## src/rtl/int_ctrl_if.sv

```systemverilog
// int_ctrl_if
//   Bundles the signals between the trap/interrupt arbiter and its
//   neighbours: the commit stage, the CSR file and the fetch/PC logic.
//
//   Commit/interrupt side (into int_ctrl):
//     ext_irq_i, timer_irq_i, soft_irq_i   level interrupt lines
//     inst_valid_i, inst_addr_i            retiring instruction and its PC
//     excepttype_i                         pipeline exception code
//   CSR side (into int_ctrl):
//     mstatus_i, mie_i, mtvec_i, mepc_i
//   Command side (out of int_ctrl):
//     excepttype_o, current_inst_addr_o    trap command to the CSR file
//     flush_o, new_pc_o                    pipeline flush and redirect
//     pending_o                            registered pending view
//
//   Modports:
//     master - the surrounding pipeline/CSR logic (drives the inputs)
//     slave  - int_ctrl itself
interface int_ctrl_if;
  logic        ext_irq_i;
  logic        timer_irq_i;
  logic        soft_irq_i;
  logic        inst_valid_i;
  logic [31:0] inst_addr_i;
  logic [31:0] excepttype_i;
  logic [31:0] mstatus_i;
  logic [31:0] mie_i;
  logic [31:0] mtvec_i;
  logic [31:0] mepc_i;
  logic [31:0] excepttype_o;
  logic [31:0] current_inst_addr_o;
  logic        flush_o;
  logic [31:0] new_pc_o;
  logic [31:0] pending_o;

  modport master (
    output ext_irq_i, timer_irq_i, soft_irq_i,
    output inst_valid_i, inst_addr_i, excepttype_i,
    output mstatus_i, mie_i, mtvec_i, mepc_i,
    input  excepttype_o, current_inst_addr_o, flush_o, new_pc_o, pending_o
  );

  modport slave (
    input  ext_irq_i, timer_irq_i, soft_irq_i,
    input  inst_valid_i, inst_addr_i, excepttype_i,
    input  mstatus_i, mie_i, mtvec_i, mepc_i,
    output excepttype_o, current_inst_addr_o, flush_o, new_pc_o, pending_o
  );
endinterface

```

## src/rtl/int_ctrl.sv

```systemverilog
// int_ctrl
//   Trap/interrupt arbiter. At each instruction boundary it picks the
//   highest-priority event (synchronous exception, then external, timer,
//   software interrupt), registers the code and PC, and issues a one-cycle
//   trap or mret command together with a pipeline flush and redirect PC.
//   A HOLD cycle follows every trap so the CSR file can clear MIE before
//   the next boundary is considered.
//
//   Ports:
//     clk  - system clock, all logic on posedge
//     rst  - asynchronous, active-low reset
//     bus  - int_ctrl_if.slave (interrupt lines, commit info, CSR values,
//            trap command, flush/redirect, pending view)
//
//   Parameters:
//     SYNC_STAGES - flops in the ext_irq_i synchronizer (2..3)
module int_ctrl #(
  parameter int SYNC_STAGES = 2
) (
  input logic        clk,
  input logic        rst,
  int_ctrl_if.slave  bus
);

  typedef enum logic [1:0] {
    IDLE = 2'd0,
    TRAP = 2'd1,
    HOLD = 2'd2
  } state_t;

  localparam logic [31:0] CODE_ILLEGAL = 32'h0000_0002;
  localparam logic [31:0] CODE_ECALL   = 32'h0000_0008;
  localparam logic [31:0] CODE_MRET    = 32'h0000_000A;
  localparam logic [31:0] CODE_EXT     = 32'h8000_000B;
  localparam logic [31:0] CODE_TIMER   = 32'h8000_0007;
  localparam logic [31:0] CODE_SOFT    = 32'h8000_0000;

  state_t                 state_q;
  state_t                 next_state;
  logic [SYNC_STAGES-1:0] sync_q;
  logic                   ext_sync;
  logic [31:0]            pending_q;
  logic [31:0]            code_q;
  logic [31:0]            addr_q;
  logic                   take;
  logic [31:0]            sel_code;
  logic [31:0]            sync_code;
  logic                   ext_en;
  logic                   timer_en;
  logic                   soft_en;
  logic [31:0]            trap_base;
  logic                   unused_bits;

  // Only a few CSR bits matter here; the rest are deliberately ignored.
  assign unused_bits = ^{bus.mstatus_i[31:4], bus.mstatus_i[2:0],
                         bus.mie_i[31:12], bus.mie_i[10:8],
                         bus.mie_i[6:4], bus.mie_i[2:0]};

  // ext_irq_i is asynchronous to clk, so it goes through a flop chain
  // before anything looks at it.
  always_ff @(posedge clk or negedge rst) begin
    if (!rst) begin
      sync_q <= '0;
    end else begin
      sync_q <= {sync_q[SYNC_STAGES-2:0], bus.ext_irq_i};
    end
  end

  assign ext_sync = sync_q[SYNC_STAGES-1];

  // Pending view is a registered copy of the (synchronized) lines,
  // independent of any masking.
  always_ff @(posedge clk or negedge rst) begin
    if (!rst) begin
      pending_q <= '0;
    end else begin
      pending_q       <= '0;
      pending_q[11]   <= ext_sync;
      pending_q[7]    <= bus.timer_irq_i;
      pending_q[3]    <= bus.soft_irq_i;
    end
  end

  assign bus.pending_o = pending_q;

  // Masking: an interrupt counts only when global MIE and its own enable
  // are both set. Timer and soft lines are already synchronous.
  assign ext_en   = bus.mstatus_i[3] & bus.mie_i[11] & ext_sync;
  assign timer_en = bus.mstatus_i[3] & bus.mie_i[7]  & bus.timer_irq_i;
  assign soft_en  = bus.mstatus_i[3] & bus.mie_i[3]  & bus.soft_irq_i;

  // Unknown non-zero pipeline codes are folded into illegal instruction.
  always_comb begin
    sync_code = CODE_ILLEGAL;
    if (bus.excepttype_i == CODE_ECALL || bus.excepttype_i == CODE_MRET ||
        bus.excepttype_i == CODE_ILLEGAL) begin
      sync_code = bus.excepttype_i;
    end
  end

  // State register.
  always_ff @(posedge clk or negedge rst) begin
    if (!rst) begin
      state_q <= IDLE;
    end else begin
      state_q <= next_state;
    end
  end

  // Next-state logic and event selection. Only IDLE samples the boundary;
  // TRAP and HOLD always last exactly one cycle each.
  always_comb begin
    next_state = state_q;
    take       = 1'b0;
    sel_code   = '0;
    case (state_q)
      IDLE: begin
        if (bus.inst_valid_i) begin
          if (bus.excepttype_i != 32'd0) begin
            take     = 1'b1;
            sel_code = sync_code;
          end else if (ext_en) begin
            take     = 1'b1;
            sel_code = CODE_EXT;
          end else if (timer_en) begin
            take     = 1'b1;
            sel_code = CODE_TIMER;
          end else if (soft_en) begin
            take     = 1'b1;
            sel_code = CODE_SOFT;
          end
        end
        if (take) begin
          next_state = TRAP;
        end
      end
      TRAP:    next_state = HOLD;
      HOLD:    next_state = IDLE;
      default: next_state = IDLE;
    endcase
  end

  // Code and PC of the chosen event are captured on the IDLE->TRAP edge.
  always_ff @(posedge clk or negedge rst) begin
    if (!rst) begin
      code_q <= '0;
      addr_q <= '0;
    end else if (take) begin
      code_q <= sel_code;
      addr_q <= bus.inst_addr_i;
    end
  end

  assign trap_base = {bus.mtvec_i[31:2], 2'b00};

  // Outputs are decoded from the state so that an asynchronous reset
  // clears them immediately. Vectored mode only offsets interrupts; the
  // add wraps naturally at 32 bits.
  always_comb begin
    bus.excepttype_o        = '0;
    bus.current_inst_addr_o = '0;
    bus.flush_o             = 1'b0;
    bus.new_pc_o            = '0;
    if (state_q == TRAP) begin
      bus.excepttype_o        = code_q;
      bus.current_inst_addr_o = addr_q;
      bus.flush_o             = 1'b1;
      if (code_q == CODE_MRET) begin
        bus.new_pc_o = bus.mepc_i;
      end else if (code_q[31] && bus.mtvec_i[1:0] == 2'b01) begin
        bus.new_pc_o = trap_base + {26'd0, code_q[3:0], 2'b00};
      end else begin
        bus.new_pc_o = trap_base;
      end
    end
  end

endmodule

```

## src/flat_wrapper.sv

```systemverilog
// flat-port wrapper written by rule: the top's interface ports become plain ports
module int_ctrl_flat 
#(
  parameter int SYNC_STAGES = 2
)
  (clk, rst, bus_ext_irq_i, bus_timer_irq_i, bus_soft_irq_i, bus_inst_valid_i, bus_inst_addr_i, bus_excepttype_i, bus_mstatus_i, bus_mie_i, bus_mtvec_i, bus_mepc_i, bus_excepttype_o, bus_current_inst_addr_o, bus_flush_o, bus_new_pc_o, bus_pending_o);
  int_ctrl_if bus_i ();
  input logic clk;
  input logic rst;
  input wire logic [$bits(bus_i.ext_irq_i)-1:0] bus_ext_irq_i;
  input wire logic [$bits(bus_i.timer_irq_i)-1:0] bus_timer_irq_i;
  input wire logic [$bits(bus_i.soft_irq_i)-1:0] bus_soft_irq_i;
  input wire logic [$bits(bus_i.inst_valid_i)-1:0] bus_inst_valid_i;
  input wire logic [$bits(bus_i.inst_addr_i)-1:0] bus_inst_addr_i;
  input wire logic [$bits(bus_i.excepttype_i)-1:0] bus_excepttype_i;
  input wire logic [$bits(bus_i.mstatus_i)-1:0] bus_mstatus_i;
  input wire logic [$bits(bus_i.mie_i)-1:0] bus_mie_i;
  input wire logic [$bits(bus_i.mtvec_i)-1:0] bus_mtvec_i;
  input wire logic [$bits(bus_i.mepc_i)-1:0] bus_mepc_i;
  output wire logic [$bits(bus_i.excepttype_o)-1:0] bus_excepttype_o;
  output wire logic [$bits(bus_i.current_inst_addr_o)-1:0] bus_current_inst_addr_o;
  output wire logic [$bits(bus_i.flush_o)-1:0] bus_flush_o;
  output wire logic [$bits(bus_i.new_pc_o)-1:0] bus_new_pc_o;
  output wire logic [$bits(bus_i.pending_o)-1:0] bus_pending_o;
  assign bus_i.ext_irq_i = bus_ext_irq_i;
  assign bus_i.timer_irq_i = bus_timer_irq_i;
  assign bus_i.soft_irq_i = bus_soft_irq_i;
  assign bus_i.inst_valid_i = bus_inst_valid_i;
  assign bus_i.inst_addr_i = bus_inst_addr_i;
  assign bus_i.excepttype_i = bus_excepttype_i;
  assign bus_i.mstatus_i = bus_mstatus_i;
  assign bus_i.mie_i = bus_mie_i;
  assign bus_i.mtvec_i = bus_mtvec_i;
  assign bus_i.mepc_i = bus_mepc_i;
  assign bus_excepttype_o = bus_i.excepttype_o;
  assign bus_current_inst_addr_o = bus_i.current_inst_addr_o;
  assign bus_flush_o = bus_i.flush_o;
  assign bus_new_pc_o = bus_i.new_pc_o;
  assign bus_pending_o = bus_i.pending_o;
  int_ctrl #(.SYNC_STAGES(SYNC_STAGES)) u_core (.clk(clk), .rst(rst), .bus(bus_i));
endmodule
```

## config.mk

```make
export PLATFORM = sky130hd
export DESIGN_NAME = int_ctrl_flat
export DESIGN_NICKNAME = d
export VERILOG_FILES = /design/src/rtl/int_ctrl_if.sv /design/src/rtl/int_ctrl.sv /design/src/flat_wrapper.sv
export SDC_FILE = /design/constraint.sdc
export NUM_CORES = 1
export LEC_CHECK = 0
export CORE_AREA = 2 2 127 129
export CTS_CLUSTER_DIAMETER = 120
export DETAILED_ROUTE_END_ITERATION = 16
export DIE_AREA = 0 0 129 131
export HOLD_SLACK_MARGIN = 0.03
export PLACE_DENSITY = 0.68
export SLEW_MARGIN = 0
export SYNTH_ARGS = -nofsm -noshare
export SYNTH_HDL_FRONTEND = slang
export SYNTH_SLANG_ARGS = --single-unit
```

## constraint.sdc

```tcl
create_clock -name clk -period 4.15 [get_ports clk]
set_input_delay 1.0375 -clock clk [delete_from_list [all_inputs] [get_ports clk]]
set_output_delay 1.0375 -clock clk [all_outputs]
set_load 0.01 [all_outputs]
```

# After elaboration in Yosys (flattened, before gate mapping)
# Cells that the tools add are included.
# totals
register_bits	71
memories	0
output_inout_bits	129
wordCells	46
ramBits	0
rom_bits	0
latch_bits	0
# classes
n_mul	0
shift	0
mux	22
div	0
add_sub_neg	1
n_bitwise	6
n_lt_le_gt_ge	0
reduce_logical	5
eq_ne	7
# op_table
cell	count
$mux W32	12
$eq A32 B4 Y1 const B	3
$add A32 B6 Y32	1
$eq A32 B2 Y1 const B	1
$reduce_bool A32 Y1	1
$mux W1	8
$and A1 B1 Y1	6
$eq A2 B1 Y1 const B	2
$pmux W2 S2	1
$logic_not A2 Y1	1
$logic_or A1 B1 Y1	2
$mux W2	1
$ne A2 B2 Y1 const B	1
$logic_and A1 B1 Y1	1

# Longest topological paths before layout
# logic_depth
word_depth	10
ltp_mapped	9
mapped_depth_nobuf	8

# Worst setup path after synthesis
# No wires, ideal clock.
# synth_path
kind	in2out
from	input bus_mtvec_i[2]
to	output bus_new_pc_o[16]
stages	9
t_required_ns	3.113
n_path_buf	1
arrival_ns	2.801
slack_ns	0.311
cell_sequence	ha_1 inv_1 fa_1 nand2b_1 a21o_1 clkbuf_1 nor4_1 xnor2_1 a21oi_1
# synth_between
elab_chain_cells	4
# synth_rtl
element	line	rtl
from (decl)	flat_wrapper.sv:18	input wire logic [$bits(bus_i.mtvec_i)-1:0] bus_mtvec_i;
$add A32 B6 Y32	int_ctrl.sv:171	bus.new_pc_o = trap_base + {26'd0, code_q[3:0], 2'b00};
$mux W32	int_ctrl.sv:170	end else if (code_q[31] && bus.mtvec_i[1:0] == 2'b01) begin
$mux W32	int_ctrl.sv:168	if (code_q == CODE_MRET) begin
$mux W32	int_ctrl.sv:164	if (state_q == TRAP) begin
to (decl)	flat_wrapper.sv:23	output wire logic [$bits(bus_i.new_pc_o)-1:0] bus_new_pc_o;
# No other way between the ends.

# Worst setup path after layout
# layout_path
from	input bus_mtvec_i[2]
to	output bus_new_pc_o[30]
# The elaborated chain is that of the path after synthesis.

==> reports/results.ini <==
[run_status]
status = completed

[clock_tree]
tritoncts = built
clock-sinks = 71
numCtsBuffers = 9
cts_hold_buf = 0
clk_latency_ns = 0.33
clk_path_buf_depth = 2
cts_root_buf = clkbuf_16
cts.htree.levels = 3
path_clk_slew_ns = 0.05

[worst_setup_path]
r2r_cells = 6
rr_endpoint = u_core.addr_q[22]
critPathRequiredTime_ns = 3.11
worstPathArrival_ns = 3.04
cp_slowest_stage_delay_ns = 0.33
critPathCaptureType = primary output
crit_path_top_delay_cell = fa_2
cp-startpoint = bus_mtvec_i[2]
start_kind = input port
critPathKind = input port to primary output
setup.worst_path.end = bus_new_pc_o[30]
worstPathCellList = clkdlybuf4s15_1 -> ha_2 -> inv_1 -> fa_2 -> nand2b_4 -> a21o_4 -> buf_12 -> nor4_4 -> xnor2_1 -> a21oi_1 -> buf_2
worstReg2RegStart = u_core.sync_q[1]
crit_path_max_fanout = 6
rrSetupSlack_ns = 2.08

[logic_synthesis]
yosysSeqAreaShare_pct = 37.7
async_flop_share_pct = 100
synth_edf_count = 0
yosys.area.top_type = dfrtp_1
syn_area_per_cell_sq_um = 9.74
yosysTopAreaCellShare_pct = 37.7
ys.flop_type = dfrtp_1
yosysUniqueCellTypes = 52
ys_ff_latch = 71
netlist_area_sq_um = 4710
synth_cells = 484
synth_warnings = 0
synth.area.top_cells = dfrtp_1, and2_1, mux2_4, buf_4, xnor2_1

[placed_design]
dp_cells = 953
io_buffers = 237
hpwl_um = 11800
postPlaceCellArea_sq_um = 7420
gp_congestion = 0.907

[global_route]
grt_pass1_vias = 4757
grt_max_degree = 72
antenna_found_initial = 0
grt_usage_pct = 18.0
grt_overflow = 0
grt_pass1_wl_um = 23800

[sta]
fin_worst_skew_ns = 0.00420
max-slew-margin-rel_pct = 41.6
setup_viol = 0
max_freq_ghz = 0.245
tightest_slew_ns = 0.876
finalCritPeriodShare_pct = 98.2
finalMaxSlewViolations = 0
min_period_ns = 4.07
finalHoldViolCount = 0

[drt]
drc = 0
num_vias = 4539
drt_iter0_drc = 129
ant_nets = 0
wirelength_um = 15800
drtPass1Iterations = 4
wl_per_cell_um = 16.1
viasPerCell = 4.64

[min_path]
hp-class = flop to flop

[layout]
drive_gt1_share_pct = 19.7
fin_area_sq_um = 7900
finalNetCount = 962
stdcell_count = 979
fillCellCount = 1450
diodes = 0
area_growth_pct = 67.5

[floorplanning]
die_h_um = 131
rows = 46
die_w_um = 129
start_util_pct = 30.2
core-area_sq_um = 15600
ios = 327
dieArea_sq_um = 16900

[power_and_ir_drop]
leakage_nw = 3.46
ir_drop_mv = 0.240
power_density_nw_per_um2 = 283

[job]
drv_cap = 0

## critical path, delay by kind of cell
family	cells	cell delay, ns
fa+ha+maj	2	0.52
compound gates	2	0.33
xor+xnor	1	0.16
buf+inv	4	0.57
simple gates	2	0.42
## layout make-up
class / count / area, sq um / share of cell area, %
Multi-Input combinational cell: 374 / 2800 / 35.4
Timing Repair Buffer: 293 / 2750 / 34.8
Sequential cell: 71 / 1780 / 22.5
Tap cell: 216 / 270 / 3.42
Clock buffer: 12 / 236 / 2.99
Inverter: 10 / 42.5 / 0.539
Clock inverter: 3 / 21.3 / 0.269
## synthesized netlist by cell type (all sizes together) (3+ instances only)
master,number
nand3,11
a21o,4
xor2,7
mux2,32
nand2b,3
a21oi,30
nand2,12
xnor2,19
and2,94
dfrtp,71
a211oi,3
o31a,3
ha,4
nor4b,5
and4,5
or4,4
nor2,19
clkbuf,19
nand4,11
buf,38
o21ai,31
nor3,6
nor4,26
inv,10
## per-layer routing
metal	track usage [%]	routed length, um	up-vias
met2	33.2	7760	205
met5	0	0	-
li1	-	-	2187
met3	5.21	1340	22
met1	20.0	6370	2125
met4	6.01	317	0
## power by group
group          total (W)  internal [W]  leakage, nW  switching, W
clock network   0.000676      0.000401        0.123      0.000274
registers       0.000840      0.000784        0.900     0.0000559
logic           0.000721      0.000429         2.44      0.000292
total            0.00224       0.00161         3.46      0.000623
## state kept, by name (all words and copies together), names as in the netlist
register              flops
u_core.addr_q            32
u_core.bus.pending_o      3
u_core.code_q            32
u_core.state_q            2
u_core.sync_q             2
## worst min path at each step
| stage | cells past startpoint | to | startpoint | slack, ns |
|---|---|---|---|---|
| 6_report | 0 | u_core.sync_q[1] | u_core.sync_q[0] | 0.35 |
| 5_1_grt | 0 | u_core.sync_q[1] | u_core.sync_q[0] | 0.37 |
| 4_1_cts | 0 | u_core.sync_q[1] | u_core.sync_q[0] | 0.35 |
| 3_5_place_dp | 0 | u_core.sync_q[1] | u_core.sync_q[0] | 0.33 |
| 3_3_place_gp | 0 | u_core.sync_q[1] | u_core.sync_q[0] | 0.33 |
| 2_1_floorplan | 0 | u_core.sync_q[1] | u_core.sync_q[0] | 0.33 |
## repair_timing
action                                  CTS  global route
gates cloned                              1             0
hold endpoints to repair                  0             0
pin swaps                                15             8
gates resized for setup                  84            27
buffers inserted                          5             5
endpoints found under the setup margin   29            27
## per-stage QoR
stage / power (W) / TNS (ns) / hold WS [ns] / util [%] / setup WS, ns
finish: 0.00224 / 0 / 0.347 / 50.6 / 0.0765
global route: 0.00235 / -0.0214 / 0.371 / 50.6 / -0.00838
CTS: 0.00226 / 0 / 0.348 / 50.5 / 0.00437
detailed placement: 0.00156 / -13.63 / 0.335 / 47.6 / -0.786
global placement: 0.00154 / -12.85 / 0.334 / 47.6 / -0.741
floorplan: 0.00120 / 0 / 0.331 / - / 0.311
## kinds of logic after synthesis
logic type,after synthesis,synth area share [%]
DFF,71,37.7
adders and majority gates,5,1.49
and+or+nand+nor,200,26.1
xor gates and xnor gates,26,4.83
other,1,0.0795
buffers and inverters,67,9.08
muxes,34,10.4
AOI/OAI and AO/OA,80,10.3
## layout by cell type (no fill, tap or decap), drive strengths merged, types with 18 or more instances in the layout
cell / Yosys / layout
clkdlybuf4s50: 0 / 204
and2: 94 / 94
dfrtp: 71 / 71
buf: 38 / 67
mux2: 32 / 32
o21ai: 31 / 31
a21oi: 30 / 30
conb: 1 / 29
nor4: 26 / 26
xnor2: 19 / 19
nor2: 19 / 19
clkbuf: 19 / 18
Note: power is estimated with default switching activity, not from simulation.
